--- src/rtl/axis_to_axi4_writer_if.sv ---
// AXI4 bundle between the stream writer (master) and the AXI4 RAM (slave).
// The write channels carry the traffic. The writer ties the read channels off.
interface axi4_if #(
  parameter int ADDR_W = 32,
  parameter int DATA_W = 32
);
  logic [ADDR_W-1:0]   awaddr;
  logic [7:0]          awlen;
  logic [2:0]          awsize;
  logic [1:0]          awburst;
  logic                awvalid;
  logic                awready;
  logic [DATA_W-1:0]   wdata;
  logic [DATA_W/8-1:0] wstrb;
  logic                wlast;
  logic                wvalid;
  logic                wready;
  logic [1:0]          bresp;
  logic                bvalid;
  logic                bready;
  logic [ADDR_W-1:0]   araddr;
  logic [7:0]          arlen;
  logic [2:0]          arsize;
  logic [1:0]          arburst;
  logic                arvalid;
  logic                arready;
  logic [DATA_W-1:0]   rdata;
  logic [1:0]          rresp;
  logic                rlast;
  logic                rvalid;
  logic                rready;

  modport master (
    output awaddr, awlen, awsize, awburst, awvalid, input awready,
    output wdata, wstrb, wlast, wvalid, input wready,
    input bresp, bvalid, output bready,
    output araddr, arlen, arsize, arburst, arvalid, input arready,
    input rdata, rresp, rlast, rvalid, output rready
  );

  modport slave (
    input awaddr, awlen, awsize, awburst, awvalid, output awready,
    input wdata, wstrb, wlast, wvalid, output wready,
    output bresp, bvalid, input bready,
    input araddr, arlen, arsize, arburst, arvalid, output arready,
    output rdata, rresp, rlast, rvalid, input rready
  );
endinterface

--- src/rtl/axis_to_axi4_writer.sv ---
// S2MM write master: buffers one AXI-Stream frame per start and writes it as AXI4 INCR bursts.
// Define AXIS_WR_4K_SPLIT_EN to clamp bursts so they never cross a 4 KB boundary.
module axis_to_axi4_writer #(
  parameter int BURST_LEN   = 16,
  parameter int FIFO_DEPTH  = 32,
  parameter int AXI4_ADDR_W = 32,
  parameter int AXI4_DATA_W = 32
) (
  input  logic                   clk,
  input  logic                   reset_n,
  input  logic                   start,
  input  logic [AXI4_ADDR_W-1:0] base_addr,
  output logic                   busy,
  output logic                   done,
  output logic                   error,
  output logic [15:0]            beats_written,
  input  logic [AXI4_DATA_W-1:0] s_axis_tdata,
  input  logic                   s_axis_tvalid,
  input  logic                   s_axis_tlast,
  output logic                   s_axis_tready,
  axi4_if.master                 axi
);
  localparam int PW = $clog2(FIFO_DEPTH);
  localparam int CW = PW + 1;

  typedef enum logic [2:0] {IDLE, FILL, ADDR, DATA, RESP, DONE} state_t;
  state_t state, state_next;

  logic [AXI4_DATA_W-1:0] fifo_mem [FIFO_DEPTH];
  logic [PW-1:0]          wr_ptr, rd_ptr;
  logic [CW-1:0]          fifo_count;
  logic [AXI4_ADDR_W-1:0] addr;
  logic [8:0]             burst_len, len_calc, beat_cnt;
  logic [31:0]            limit, avail;
  logic                   last_accepted, burst_ready, last_written;
  logic                   push, pop, fifo_full, fifo_empty, start_ok;
  logic                   w_active, w_last_beat;
  logic                   unused_base_bits;

  assign unused_base_bits = ^base_addr[1:0];
  assign fifo_full     = fifo_count == CW'(FIFO_DEPTH);
  assign fifo_empty    = fifo_count == '0;
  assign busy          = state != IDLE;
  assign done          = state == DONE;
  assign start_ok      = (state == IDLE) && start;
  assign s_axis_tready = busy && !fifo_full && !last_accepted;
  assign push          = s_axis_tvalid && s_axis_tready;
  assign w_active      = (state == DATA) && !fifo_empty;
  assign w_last_beat   = beat_cnt == (burst_len - 9'd1);
  assign pop           = w_active && axi.wready;
  // Nothing is accepted after tlast, so an empty FIFO with tlast seen means the frame is fully written.
  assign last_written  = last_accepted && fifo_empty;

  always_comb begin
    limit = 32'(BURST_LEN);
`ifdef AXIS_WR_4K_SPLIT_EN
    if (32'(11'd1024 - {1'b0, addr[11:2]}) < limit) limit = 32'(11'd1024 - {1'b0, addr[11:2]});
`endif
    avail       = 32'(fifo_count);
    len_calc    = 9'((avail < limit) ? avail : limit);
    burst_ready = (avail >= limit) || (last_accepted && !fifo_empty);
  end

  always_ff @(posedge clk or negedge reset_n) begin
    if (!reset_n) state <= IDLE;
    else          state <= state_next;
  end

  always_comb begin
    state_next  = state;
    axi.awvalid = 1'b0;
    axi.awaddr  = '0;
    axi.awlen   = '0;
    axi.awsize  = '0;
    axi.awburst = '0;
    axi.wvalid  = 1'b0;
    axi.wdata   = '0;
    axi.wstrb   = '0;
    axi.wlast   = 1'b0;
    axi.bready  = 1'b0;
    axi.arvalid = 1'b0;
    axi.araddr  = '0;
    axi.arlen   = '0;
    axi.arsize  = '0;
    axi.arburst = '0;
    axi.rready  = 1'b0;
    case (state)
      IDLE: if (start) state_next = FILL;
      FILL: if (burst_ready) state_next = ADDR;
      ADDR: begin
        axi.awvalid = 1'b1;
        axi.awaddr  = addr;
        axi.awlen   = 8'(burst_len - 9'd1);
        axi.awsize  = 3'b010;
        axi.awburst = 2'b01;
        if (axi.awready) state_next = DATA;
      end
      DATA: begin
        if (w_active) begin
          axi.wvalid = 1'b1;
          axi.wdata  = fifo_mem[rd_ptr];
          axi.wstrb  = '1;
          axi.wlast  = w_last_beat;
        end
        if (pop && w_last_beat) state_next = RESP;
      end
      RESP: begin
        axi.bready = 1'b1;
        if (axi.bvalid) state_next = last_written ? DONE : FILL;
      end
      DONE:    state_next = IDLE;
      default: state_next = IDLE;
    endcase
  end

  always_ff @(posedge clk) begin
    if (push) fifo_mem[wr_ptr] <= s_axis_tdata;
  end

  always_ff @(posedge clk or negedge reset_n) begin
    if (!reset_n) begin
      wr_ptr     <= '0;
      rd_ptr     <= '0;
      fifo_count <= '0;
    end else begin
      if (push) wr_ptr <= wr_ptr + 1'b1;
      if (pop)  rd_ptr <= rd_ptr + 1'b1;
      case ({push, pop})
        2'b10:   fifo_count <= fifo_count + 1'b1;
        2'b01:   fifo_count <= fifo_count - 1'b1;
        default: fifo_count <= fifo_count;
      endcase
    end
  end

  always_ff @(posedge clk or negedge reset_n) begin
    if (!reset_n) begin
      addr          <= '0;
      burst_len     <= '0;
      beat_cnt      <= '0;
      last_accepted <= 1'b0;
      error         <= 1'b0;
      beats_written <= '0;
    end else begin
      if (start_ok) begin
        addr          <= {base_addr[AXI4_ADDR_W-1:2], 2'b00};
        error         <= 1'b0;
        beats_written <= '0;
        last_accepted <= 1'b0;
      end else if (push && s_axis_tlast) begin
        last_accepted <= 1'b1;
      end
      // Length is frozen when the burst is committed so AW stays stable while beats keep arriving.
      if (state == FILL && burst_ready) begin
        burst_len <= len_calc;
        beat_cnt  <= '0;
      end
      if (pop) begin
        beat_cnt <= beat_cnt + 9'd1;
        if (beats_written != 16'hFFFF) beats_written <= beats_written + 16'd1;
      end
      if (state == RESP && axi.bvalid) begin
        if (axi.bresp != 2'b00) error <= 1'b1;
        addr <= addr + (AXI4_ADDR_W'(burst_len) << 2);
      end
    end
  end
endmodule

--- src/flat_wrapper.sv ---
// flat-port wrapper written by rule: the top's interface ports become plain ports
module axis_to_axi4_writer_flat 
#(
  parameter int BURST_LEN   = 16,
  parameter int FIFO_DEPTH  = 32,
  parameter int AXI4_ADDR_W = 32,
  parameter int AXI4_DATA_W = 32
)
  (clk, reset_n, start, base_addr, busy, done, error, beats_written, s_axis_tdata, s_axis_tvalid, s_axis_tlast, s_axis_tready, axi_awaddr, axi_awlen, axi_awsize, axi_awburst, axi_awvalid, axi_awready, axi_wdata, axi_wstrb, axi_wlast, axi_wvalid, axi_wready, axi_bresp, axi_bvalid, axi_bready, axi_araddr, axi_arlen, axi_arsize, axi_arburst, axi_arvalid, axi_arready, axi_rdata, axi_rresp, axi_rlast, axi_rvalid, axi_rready);
  axi4_if #(.ADDR_W((32)), .DATA_W((32))) axi_i ();
  input  logic clk;
  input  logic reset_n;
  input  logic start;
  input  logic [AXI4_ADDR_W-1:0] base_addr;
  output logic busy;
  output logic done;
  output logic error;
  output logic [15:0] beats_written;
  input  logic [AXI4_DATA_W-1:0] s_axis_tdata;
  input  logic s_axis_tvalid;
  input  logic s_axis_tlast;
  output logic s_axis_tready;
  output wire logic [$bits(axi_i.awaddr)-1:0] axi_awaddr;
  output wire logic [$bits(axi_i.awlen)-1:0] axi_awlen;
  output wire logic [$bits(axi_i.awsize)-1:0] axi_awsize;
  output wire logic [$bits(axi_i.awburst)-1:0] axi_awburst;
  output wire logic [$bits(axi_i.awvalid)-1:0] axi_awvalid;
  input wire logic [$bits(axi_i.awready)-1:0] axi_awready;
  output wire logic [$bits(axi_i.wdata)-1:0] axi_wdata;
  output wire logic [$bits(axi_i.wstrb)-1:0] axi_wstrb;
  output wire logic [$bits(axi_i.wlast)-1:0] axi_wlast;
  output wire logic [$bits(axi_i.wvalid)-1:0] axi_wvalid;
  input wire logic [$bits(axi_i.wready)-1:0] axi_wready;
  input wire logic [$bits(axi_i.bresp)-1:0] axi_bresp;
  input wire logic [$bits(axi_i.bvalid)-1:0] axi_bvalid;
  output wire logic [$bits(axi_i.bready)-1:0] axi_bready;
  output wire logic [$bits(axi_i.araddr)-1:0] axi_araddr;
  output wire logic [$bits(axi_i.arlen)-1:0] axi_arlen;
  output wire logic [$bits(axi_i.arsize)-1:0] axi_arsize;
  output wire logic [$bits(axi_i.arburst)-1:0] axi_arburst;
  output wire logic [$bits(axi_i.arvalid)-1:0] axi_arvalid;
  input wire logic [$bits(axi_i.arready)-1:0] axi_arready;
  input wire logic [$bits(axi_i.rdata)-1:0] axi_rdata;
  input wire logic [$bits(axi_i.rresp)-1:0] axi_rresp;
  input wire logic [$bits(axi_i.rlast)-1:0] axi_rlast;
  input wire logic [$bits(axi_i.rvalid)-1:0] axi_rvalid;
  output wire logic [$bits(axi_i.rready)-1:0] axi_rready;
  assign axi_awaddr = axi_i.awaddr;
  assign axi_awlen = axi_i.awlen;
  assign axi_awsize = axi_i.awsize;
  assign axi_awburst = axi_i.awburst;
  assign axi_awvalid = axi_i.awvalid;
  assign axi_i.awready = axi_awready;
  assign axi_wdata = axi_i.wdata;
  assign axi_wstrb = axi_i.wstrb;
  assign axi_wlast = axi_i.wlast;
  assign axi_wvalid = axi_i.wvalid;
  assign axi_i.wready = axi_wready;
  assign axi_i.bresp = axi_bresp;
  assign axi_i.bvalid = axi_bvalid;
  assign axi_bready = axi_i.bready;
  assign axi_araddr = axi_i.araddr;
  assign axi_arlen = axi_i.arlen;
  assign axi_arsize = axi_i.arsize;
  assign axi_arburst = axi_i.arburst;
  assign axi_arvalid = axi_i.arvalid;
  assign axi_i.arready = axi_arready;
  assign axi_i.rdata = axi_rdata;
  assign axi_i.rresp = axi_rresp;
  assign axi_i.rlast = axi_rlast;
  assign axi_i.rvalid = axi_rvalid;
  assign axi_rready = axi_i.rready;
  axis_to_axi4_writer #(.BURST_LEN(BURST_LEN), .FIFO_DEPTH(FIFO_DEPTH), .AXI4_ADDR_W(AXI4_ADDR_W), .AXI4_DATA_W(AXI4_DATA_W)) u_core (.clk(clk), .reset_n(reset_n), .start(start), .base_addr(base_addr), .busy(busy), .done(done), .error(error), .beats_written(beats_written), .s_axis_tdata(s_axis_tdata), .s_axis_tvalid(s_axis_tvalid), .s_axis_tlast(s_axis_tlast), .s_axis_tready(s_axis_tready), .axi(axi_i));
endmodule
--- config.mk ---
export PLATFORM = sky130hd
export DESIGN_NAME = axis_to_axi4_writer_flat
export DESIGN_NICKNAME = d
export VERILOG_FILES = /design/src/rtl/axis_to_axi4_writer_if.sv /design/src/rtl/axis_to_axi4_writer.sv /design/src/flat_wrapper.sv
export SDC_FILE = /design/constraint.sdc
export NUM_CORES = 1
export LEC_CHECK = 0
export CORE_MARGIN = 2
export CORE_UTILIZATION = 35
export DETAILED_ROUTE_END_ITERATION = 7
export HOLD_SLACK_MARGIN = 0.1
export REMOVE_ABC_BUFFERS = 1
export SLEW_MARGIN = 20
export SYNTH_ARGS = -nofsm -noshare
export SYNTH_HDL_FRONTEND = slang
export SYNTH_SLANG_ARGS = --single-unit
--- constraint.sdc ---
create_clock -name clk -period 6.4 [get_ports clk]
set_input_delay 1.28 -clock clk [delete_from_list [all_inputs] [get_ports clk]]
set_output_delay 1.28 -clock clk [all_outputs]
set_load 0.01 [all_outputs]
After elaboration in Yosys (flattened, before gate mapping)
Memory sizes are Yosys's and may differ from the RTL's.
Cells that the tools add are included.
{"block": "word_totals", "output_inout_bits": 152, "input_bits": 111, "reg_bits": 87, "ramBits": 1024, "elab_cells": 98, "mem_count": 1}
{"block": "op_classes", "add_sub_neg": 8, "n_lt_le_gt_ge": 2, "muxes": 37, "n_eq_ne": 15, "reduce_logical": 25}
{"name": "u_core.fifo_mem", "depth": 32, "width": 32, "rd": 1, "rd_clocked_by_memory_dff": 0, "wr": 1, "line_no": "axis_to_axi4_writer.sv:29", "rtl": "logic [AXI4_DATA_W-1:0] fifo_mem [FIFO_DEPTH];"}
{"operator": "two-way mux 32 bit", "count": 5}
{"operator": "two-way mux 16 bit", "count": 3}
{"operator": "adder 32 x 11 -> 32 bit", "count": 1}
{"operator": "two-way mux 3 bit", "count": 6}
{"operator": "two-way mux 9 bit", "count": 2}
{"operator": "adder 16 x 1 -> 16 bit (second input constant)", "count": 1}
{"operator": "!= test 16 bit (second input constant)", "count": 1}
{"operator": "case mux 3 bit (5 select lines)", "count": 1}
{"operator": "two-way mux 1 bit", "count": 14}
{"operator": "logical AND 1 bit", "count": 12}
{"operator": "case mux 6 bit (2 select lines)", "count": 1}
{"operator": "adder 5 x 1 -> 5 bit (second input constant)", "count": 2}
{"operator": "nonzero test 2 bit", "count": 5}
{"operator": "adder 9 x 1 -> 9 bit (second input constant)", "count": 1}
{"operator": "== test 9 bit", "count": 1}
{"operator": "subtractor 9 x 1 -> 9 bit (second input constant)", "count": 1}
{"operator": "two-way mux 4 bit", "count": 2}
{"operator": "two-way mux 8 bit", "count": 1}
{"operator": "!= test 2 bit (second input constant)", "count": 4}
{"operator": "adder 6 x 1 -> 6 bit (second input constant)", "count": 1}
{"operator": "== test 3 x 2 -> 1 bit (second input constant)", "count": 2}
{"operator": "== test 3 bit (second input constant)", "count": 2}
{"operator": "== test 6 bit (second input constant)", "count": 1}
{"operator": ">= comparator 6 x 5 -> 1 bit (second input constant)", "count": 1}
{"operator": "14 further kinds", "count": 16}

Depth between registers and ports, before layout
Gate-level depths: netlist (run 1).
{"block": "depth", "ltp_word": 8, "mapped_depth": 14, "ltp_nobuf": 11}

Worst setup path after synthesis (run 1)
OpenSTA, ideal clock, no wires.
{"block": "synth_timing", "kind": "input to register", "start": "input port s_axis_tvalid", "end": "memory u_core.fifo_mem[23][0] (enable)", "arrival_ns": 3.728, "required_ns": 5.979, "setup_ns": 0.421, "setup_slack_ns": 2.251, "path_stages": 5, "n_path_buf": 1, "path_cell_list": "inv_1 > a2111oi_2 > nand2_1 > clkbuf_1 > nor2_1"}
{"block": "synth_via", "elab_chain_cells": 3}
{"item": "start, declared", "line_no": "flat_wrapper.sv:20", "rtl": "input logic s_axis_tvalid;"}
{"item": "logical AND 1 bit", "line_no": "axis_to_axi4_writer.sv:47", "rtl": "assign push = s_axis_tvalid && s_axis_tready;"}
{"item": "two-way mux 1 bit", "line_no": "axis_to_axi4_writer.sv:117", "rtl": "if (push) fifo_mem[wr_ptr] <= s_axis_tdata;"}
{"item": "two-way mux 1 bit (not written as such)", "line_no": "axis_to_axi4_writer.sv:117"}
{"item": "end, declared", "line_no": "axis_to_axi4_writer.sv:29"}
Every way passes these cells.

Final worst setup path (run 1)
{"block": "layout_timing", "start": "register u_core.rd_ptr[0]", "end": "output port axi_wdata[14]"}
{"block": "layout_via", "elab_chain_cells": 3}
{"item": "start, declared", "line_no": "axis_to_axi4_writer.sv:30", "rtl": "logic [PW-1:0] wr_ptr, rd_ptr;"}
{"item": "start signal, assigned", "line_no": "axis_to_axi4_writer.sv:127", "rtl": "if (pop) rd_ptr <= rd_ptr + 1'b1;"}
{"item": "memory (32 x 32 bit)"}
{"item": "two-way mux 32 bit", "line_no": "axis_to_axi4_writer.sv:99", "rtl": "if (w_active) begin"}
{"item": "two-way mux 32 bit", "line_no": "axis_to_axi4_writer.sv:87", "rtl": "case (state)"}
{"item": "end, declared", "line_no": "flat_wrapper.sv:29", "rtl": "output wire logic [$bits(axi_i.wdata)-1:0] axi_wdata;"}
Every way passes these cells.

==> out/metrics.yaml, run 1 <==
worstMarginPinSlew_ns: 1.14
hold_ws_ns: 0.440
worst_setup_path_start_kind: "flip-flop"
fmax_ghz: 0.180
yosysTopAreaCellShare_pct: 69.4
clock_path_buffers: 3
drive_gt1_share_pct: 22.1
die_height_um: 360
syn_area_um2: 44300
die_area_um2: 129000
gp_congestion: 0.820
cts_tree: "yes"
grt_usage_pct: 16.8
drt_first_pass_iters: 7
drc: 0
core_um2: 126000
rows: 130
htree_num_levels: 3
area_delta_synth_final_pct: 17.8
drt_wl_total_um: 111000
cts_setup_buffers: 0
die_x_um: 360
dr_total_vias: 23200
synth-edff-count: 1024
cts_hold_repair.buffers: 0
ir_worst_vdd_mv: 0.277
yosys_warnings: 0
num_antenna_cells: 0
power_frac_comb_pct: 26.6
synth-seq-cells: 1106
wire_per_inst_um: 26.1
clkPwrFrac_pct: 32.5
p_switching_w: 0.00589
ys_types: 75
setup_viol: 0
maxCapViolations: 0
final_nets: 2625
finalCritPeriodShare_pct: 86.9
fin_skew_ns: 0.0641
syn_avg_cell_area_um2: 19.5
synth_top_cell_by_area: "edfxtp_1"
grt_pass1_wl_um: 161000
setup.worst_path.end_class: "output port"
cts_resized: 0
yosys-top-cells-area: "edfxtp_1 (69%), mux4_2 (13%), dfrtp_1 (4.6%), a22o_1 (1.3%), a221oi_1 (1.3%)"
r2r_start: "u_core.fifo_count[2]"
arrival_ns: 4.28
ys.flop_type: "edfxtp_1"
cts.sinks: 1106
clock_latency_ns: 0.72
rsz0062_at_grt: "no"
port-buffer-count: 171
maxSlewHeadroom_pct: 23.5
dp_hpwl_um: 65500
crit_type: "reg -> out"
ys_seq_area_share_pct: 74.1
grt_antenna_before_repair: 5
cts_root_buf: "clkbuf_16"
power.density_nw_per_um2: 392
initial_core_util_pct: 35.3
hp-class: "in -> async"
grt_pass1_vias: 23700
p_int_w: 0.0146
cts-buffers-inserted: 113
viasPerCell: 5.46
cts.clk_slew.worst_paths_ns: 0.06
cp.required_ns: 5.12
syn_inst: 2270
fin_crit_ns: 5.56
grt_max_degree: 69
synth.most_common_cell: "edfxtp_1"
ios: 263
p_sw_share_pct: 28.8
cp-startpoint: "u_core.rd_ptr[0]"
cp_max_fo: 41
grt_overflow: 0
p_seq_share_pct: 40.9
stdcell_area_um2: 52200
final_max_slew_viol_count: 0
drt_iter0_markers: 2205
async_flop_share_pct: 7.41
yosys-top-cells-count: "edfxtp_1 (1024), mux4_2 (256), clkbuf_1 (88)"
hold_viol: 0
ant_nets: 0
leakage_nw: 16.7
placed_area_um2: 48400
status: "finished, final reports clean"
-- sequential cells by signal, summed over array words and instances, names as in the netlist --
| signal | flops |
|---|---|
| u_core.addr | 30 |
| u_core.beat_cnt | 9 |
| u_core.wr_ptr | 5 |
| u_core.burst_len | 6 |
| u_core.fifo_mem | 1024 |
| u_core.fifo_count | 6 |
| u_core.state | 3 |
| u_core.rd_ptr | 5 |
| u_core.last_accepted | 1 |
| u_core.beats_written | 16 |
| u_core.error | 1 |
-- per-layer routing --
metal / vias to the layer above / wire [um] / global-route usage, % / part of all wire [%]
li1: 9805 / - / - / -
met3: 169 / 6720 / 2.63 / 6.1
met4: 6 / 2740 / 5.28 / 2.5
met2: 876 / 55500 / 28.4 / 50
met5: - / 40 / 0 / 0.036
met1: 12300 / 45600 / 22.4 / 41
-- per-stage QoR --
step / TNS [ns] / std cells / worst slack (ns) / utilization (%) / total power (W)
after global routing: 0 / 4246 / 0.616 / 41.5 / 0.0213
after CTS: 0 / 4245 / 0.720 / 41.5 / 0.0207
after global placement: 0 / 4024 / 1.54 / 38.4 / 0.0140
after detailed placement: 0 / 4030 / 1.49 / 38.5 / 0.0141
final: 0 / 4246 / 0.838 / 41.5 / 0.0205
after floorplan: -211.42 / 2130 / -5.97 / - / 0.0123
-- worst paths after layout --
path	to	slack (ns)	depth (start not counted)
worst min-delay path	u_core.beat_cnt[7]	0.44	1
max in group asynchronous	u_core.rd_ptr[1]	4.66	2
worst min register to register	u_core.error	0.48	2
min in group clk	u_core.error	0.48	2
worst max register to register	u_core.fifo_count[4]	2.36	11
worst max-delay path	axi_wdata[14]	0.84	6
-- cells by family (layout without fill, tap and decap cells) --
| group | after synthesis | count (layout) | synth area share, % |
|---|---|---|---|
| DFF | 1106 | 1106 | 74.1 |
| and+or+nand+nor | 316 | 316 | 3.58 |
| AOI/OAI and AO/OA | 309 | 309 | 5.31 |
| muxes | 272 | 272 | 13.4 |
| buffers and inverters | 213 | 488 | 2.43 |
| xor gates and xnor gates | 35 | 35 | 0.692 |
| adders and majority gates | 18 | 18 | 0.525 |
| other | 1 | 52 | 0.00847 |
-- area by class of cell --
| class | instances | area [um^2] |
|---|---|---|
| well taps | 1650 | 2060 |
| repair buffers | 251 | 2520 |
| flip-flops and latches | 1106 | 32800 |
| clock inverters | 78 | 820 |
| inverters | 22 | 82.6 |
| fillers | 11000 | 73400 |
| multi-input cells | 1002 | 10900 |
| clock buffers | 137 | 2990 |
-- cell usage in the layout (no fill, tap or decap), types with 15 or more instances in the layout --
cell             instances
edfxtp_1              1024
mux4_2                 256
clkdlybuf4s50_1        164
clkbuf_16              114
dfrtp_1                 80
nand2_1                 68
a22o_1                  66
a221oi_1                65
buf_4                   65
nor2_1                  54
conb_1                  52
o22ai_1                 39
and2_1                  34
o21ai_0                 33
nor2_4                  33
nand3_1                 28
clkinv_1                26
clkinv_2                26
a21oi_1                 25
inv_1                   22
xnor2_1                 20
clkbuf_1                18
ha_1                    17
xor2_1                  15
-- power groups by stage --
stage	sequential, W	clock, W	combinational, W
6_report	0.00837	0.00665	0.00544
5_1_grt	0.00840	0.00705	0.00582
4_1_cts	0.00838	0.00678	0.00556
3_5_place_dp	0.00853	0	0.00554
3_3_place_gp	0.00851	0	0.00549
2_1_floorplan	0.00877	0	0.00356
-- critical path, stage by stage, from the launching register on --
cell	delay (ns)
dfrtp_4	0.99
buf_12	0.37
mux4_2	0.54
a22o_1	0.25
a221oi_1	0.64
o22ai_1	0.17
clkdlybuf4s50_1	0.51
No activity file was read; power rests on OpenSTA's default activity.
==> inputs of run 2 (changes only) <==
--- a/config.mk
+++ b/config.mk
@@ -5,8 +5,8 @@
 export SDC_FILE = /design/constraint.sdc
 export NUM_CORES = 1
 export LEC_CHECK = 0
-export CORE_MARGIN = 2
 export CORE_UTILIZATION = 35
+export CTS_BUF_LIST = sky130_fd_sc_hd__clkbuf_8
 export DETAILED_ROUTE_END_ITERATION = 7
 export HOLD_SLACK_MARGIN = 0.1
 export REMOVE_ABC_BUFFERS = 1
==> out/metrics.yaml, run 2 (synthesis results as in run 1) <==
finalNonFillerCells: 4334  # +2.1%
cp.required_ns: 5.12  # about the same
die_area_um2: 128000  # -1.1%
clock_path_buffers: 3  # unchanged
stdcell_area_um2: 51200  # -1.8%
die_x_um: 358  # -0.56%
drive_gt1_share_pct: 23.2  # +1.1 points
ff_latch_area_um2: 32800  # unchanged
drt_first_pass_iters: 5  # -2
multi_input_area_um2: 10900  # about the same
grt_max_degree: 61  # -12%
status: "finished, final reports clean"
placed_area_um2: 48100  # -0.55%
setup_viol: 0  # unchanged
final_nets: 2679  # +2.1%
cts_tree: "yes"
cpLargestDelayFamily: "simple AND/OR/NAND/NOR gates"
area_delta_synth_final_pct: 15.7
grt_usage_pct: 17.1  # +0.27 points
htree_num_levels: 4  # +1
cts.clk_slew.worst_paths_ns: 0.06  # about the same
maxSlewHeadroom_pct: 19.8  # -3.7 points
pre_cts_ws_ns: 1.43  # -0.0576 ns
p_switching_w: 0.00590  # about the same
n_fill_cell: 11200  # +1.8%
clock_latency_ns: 0.86  # +0.14 ns
p_seq_share_pct: 43.1  # +2.2 points
rows: 130  # unchanged
p_sw_share_pct: 30.5  # +1.7 points
largest_register: "u_core.fifo_mem"
fin_crit_ns: 5.72  # +0.157 ns
dr_total_vias: 23300  # +0.65%
drt_wl_total_um: 110000  # -0.61%
ir_worst_vdd_mv: 0.220  # -21%
fin_skew_ns: 0.0516  # -0.0125 ns
drc: 0  # unchanged
crit_chain: "or4_1 > o21ai_0 > nor2_1 > nand2_2 > buf_4 > o22ai_1 > clkdlybuf4s50_1"
wire_per_inst_um: 25.4  # -2.6%
top_regs: "u_core.fifo_mem (1024), u_core.addr (30), u_core.beats_written (16)"
viasPerCell: 5.39  # -1.4%
core_um2: 126000  # unchanged
hold_viol: 0  # unchanged
path_buf_inv: 2  # unchanged
arrival_ns: 4.44  # +0.16 ns
largest_reg_flops: 1024  # unchanged
drt_iter0_markers: 2254  # +2.2%
setup.worst_path.end_class: "output port"
p_int_w: 0.0134  # -7.9%
port-buffer-count: 171  # unchanged
cts_setup_buffers: 0  # unchanged
final_cell_mix: "edfxtp_1 (1024), mux4_2 (256), clkbuf_8 (186)"
cts_hold_repair.buffers: 0  # unchanged
leakage_nw: 16.6  # -0.70%
clkPwrFrac_pct: 28.7  # -3.8 points
final_max_slew_viol_count: 0  # unchanged
worst_path_max_delay_cell: "nand2_2"
cts_resized: 0  # unchanged
grt_overflow: 0  # unchanged
gp_congestion: 0.829  # +1.1%
cts.sinks: 1106  # unchanged
ios: 263  # unchanged
rsz0062_at_grt: "no"
initial_core_util_pct: 35.3  # unchanged
cts-buffers-inserted: 179  # +58%
grt_pass1_wl_um: 160000  # -0.71%
cp_max_fo: 18  # -56%
power_frac_comb_pct: 28.2  # +1.6 points
crit_type: "reg -> out"
worst_setup_path_start_kind: "flip-flop"
grt_pass1_vias: 24200  # +2.1%
final_common_cell: "edfxtp_1"
grt_antenna_before_repair: 6  # +1
hp-class: "in -> async"
fin_ws_ns: 0.681  # -0.157 ns
maxCapViolations: 0  # unchanged
ant_nets: 0  # unchanged
cts_root_buf: "clkbuf_8"
dp_hpwl_um: 62700  # -4.2%
fmax_ghz: 0.175  # -2.7%
power_w: 0.0193  # -5.6%
final_core_util_pct: 40.8  # -0.73 points
die_height_um: 358  # -0.56%
finalCritPeriodShare_pct: 89.4  # +2.5 points
dp.cells: 4018  # -0.30%
cpPeakStageDelay_ns: 0.63  # -0.36 ns
power.density_nw_per_um2: 377  # -3.9%
worstMarginPinSlew_ns: 1.20  # +0.0586 ns
==> run 2: cell count changes in the layout (fill, tap and decap cells not counted), sizes merged <==
cell,change
diode,+3
bufinv,-11
inv,+65
clkdlybuf4s50,-12
clkinv,-6
clkbuf,+49
==> run 2: per-stage QoR <==
step           TNS [ns]  hold slack (ns)
2_1_floorplan   -211.42            0.460
3_3_place_gp          0            0.471
3_5_place_dp          0            0.483
4_1_cts               0            0.307
5_1_grt               0            0.357
6_report              0            0.384
==> run 2: area by class of cell <==
cell class                      instances  share of cell area (%)
Tap cell                             1650                    4.03
Sequential cell                      1106                    64.0
Multi-Input combinational cell       1002                    21.2
Inverter                               22                   0.161
Timing Repair Buffer                  239                    4.29
Antenna cell                            3                  0.0147
Clock inverter                        126                    1.24
Clock buffer                          186                    5.00
==> run 2: metal layers <==
metal | up-vias | share of wire, % | GRT usage, %
li1 | 9914 | - | -
met1 | 12400 | 41 | 22.1
met2 | 829 | 51 | 28.6
met3 | 191 | 5.7 | 3.42
met4 | 8 | 2.7 | 6.18
met5 | - | 0.049 | 0
==> run 2: power groups by stage <==
stage               Combinational (W)  Sequential, W  Clock, W
floorplan                     0.00356        0.00877         0
global placement              0.00550        0.00846         0
detailed placement            0.00556        0.00848         0
CTS                           0.00559        0.00833   0.00570
global route                  0.00584        0.00835   0.00599
finish                        0.00546        0.00832   0.00555
==> run 2: final timing paths <==
| check | depth (start not counted) | from | end | slack, ns |
|---|---|---|---|---|
| worst max register to register | 11 | u_core.fifo_count[2] | u_core.fifo_count[4] | 2.55 |
| min in group clk | 2 | u_core.error | u_core.error | 0.49 |
| worst max-delay path | 7 | u_core.fifo_count[2] | axi_wdata[10] | 0.68 |
| max in group asynchronous | 2 | reset_n | u_core.rd_ptr[0] | 4.79 |
| worst min register to register | 2 | u_core.error | u_core.error | 0.49 |
| worst min-delay path | 1 | reset_n | u_core.addr[2] | 0.38 |
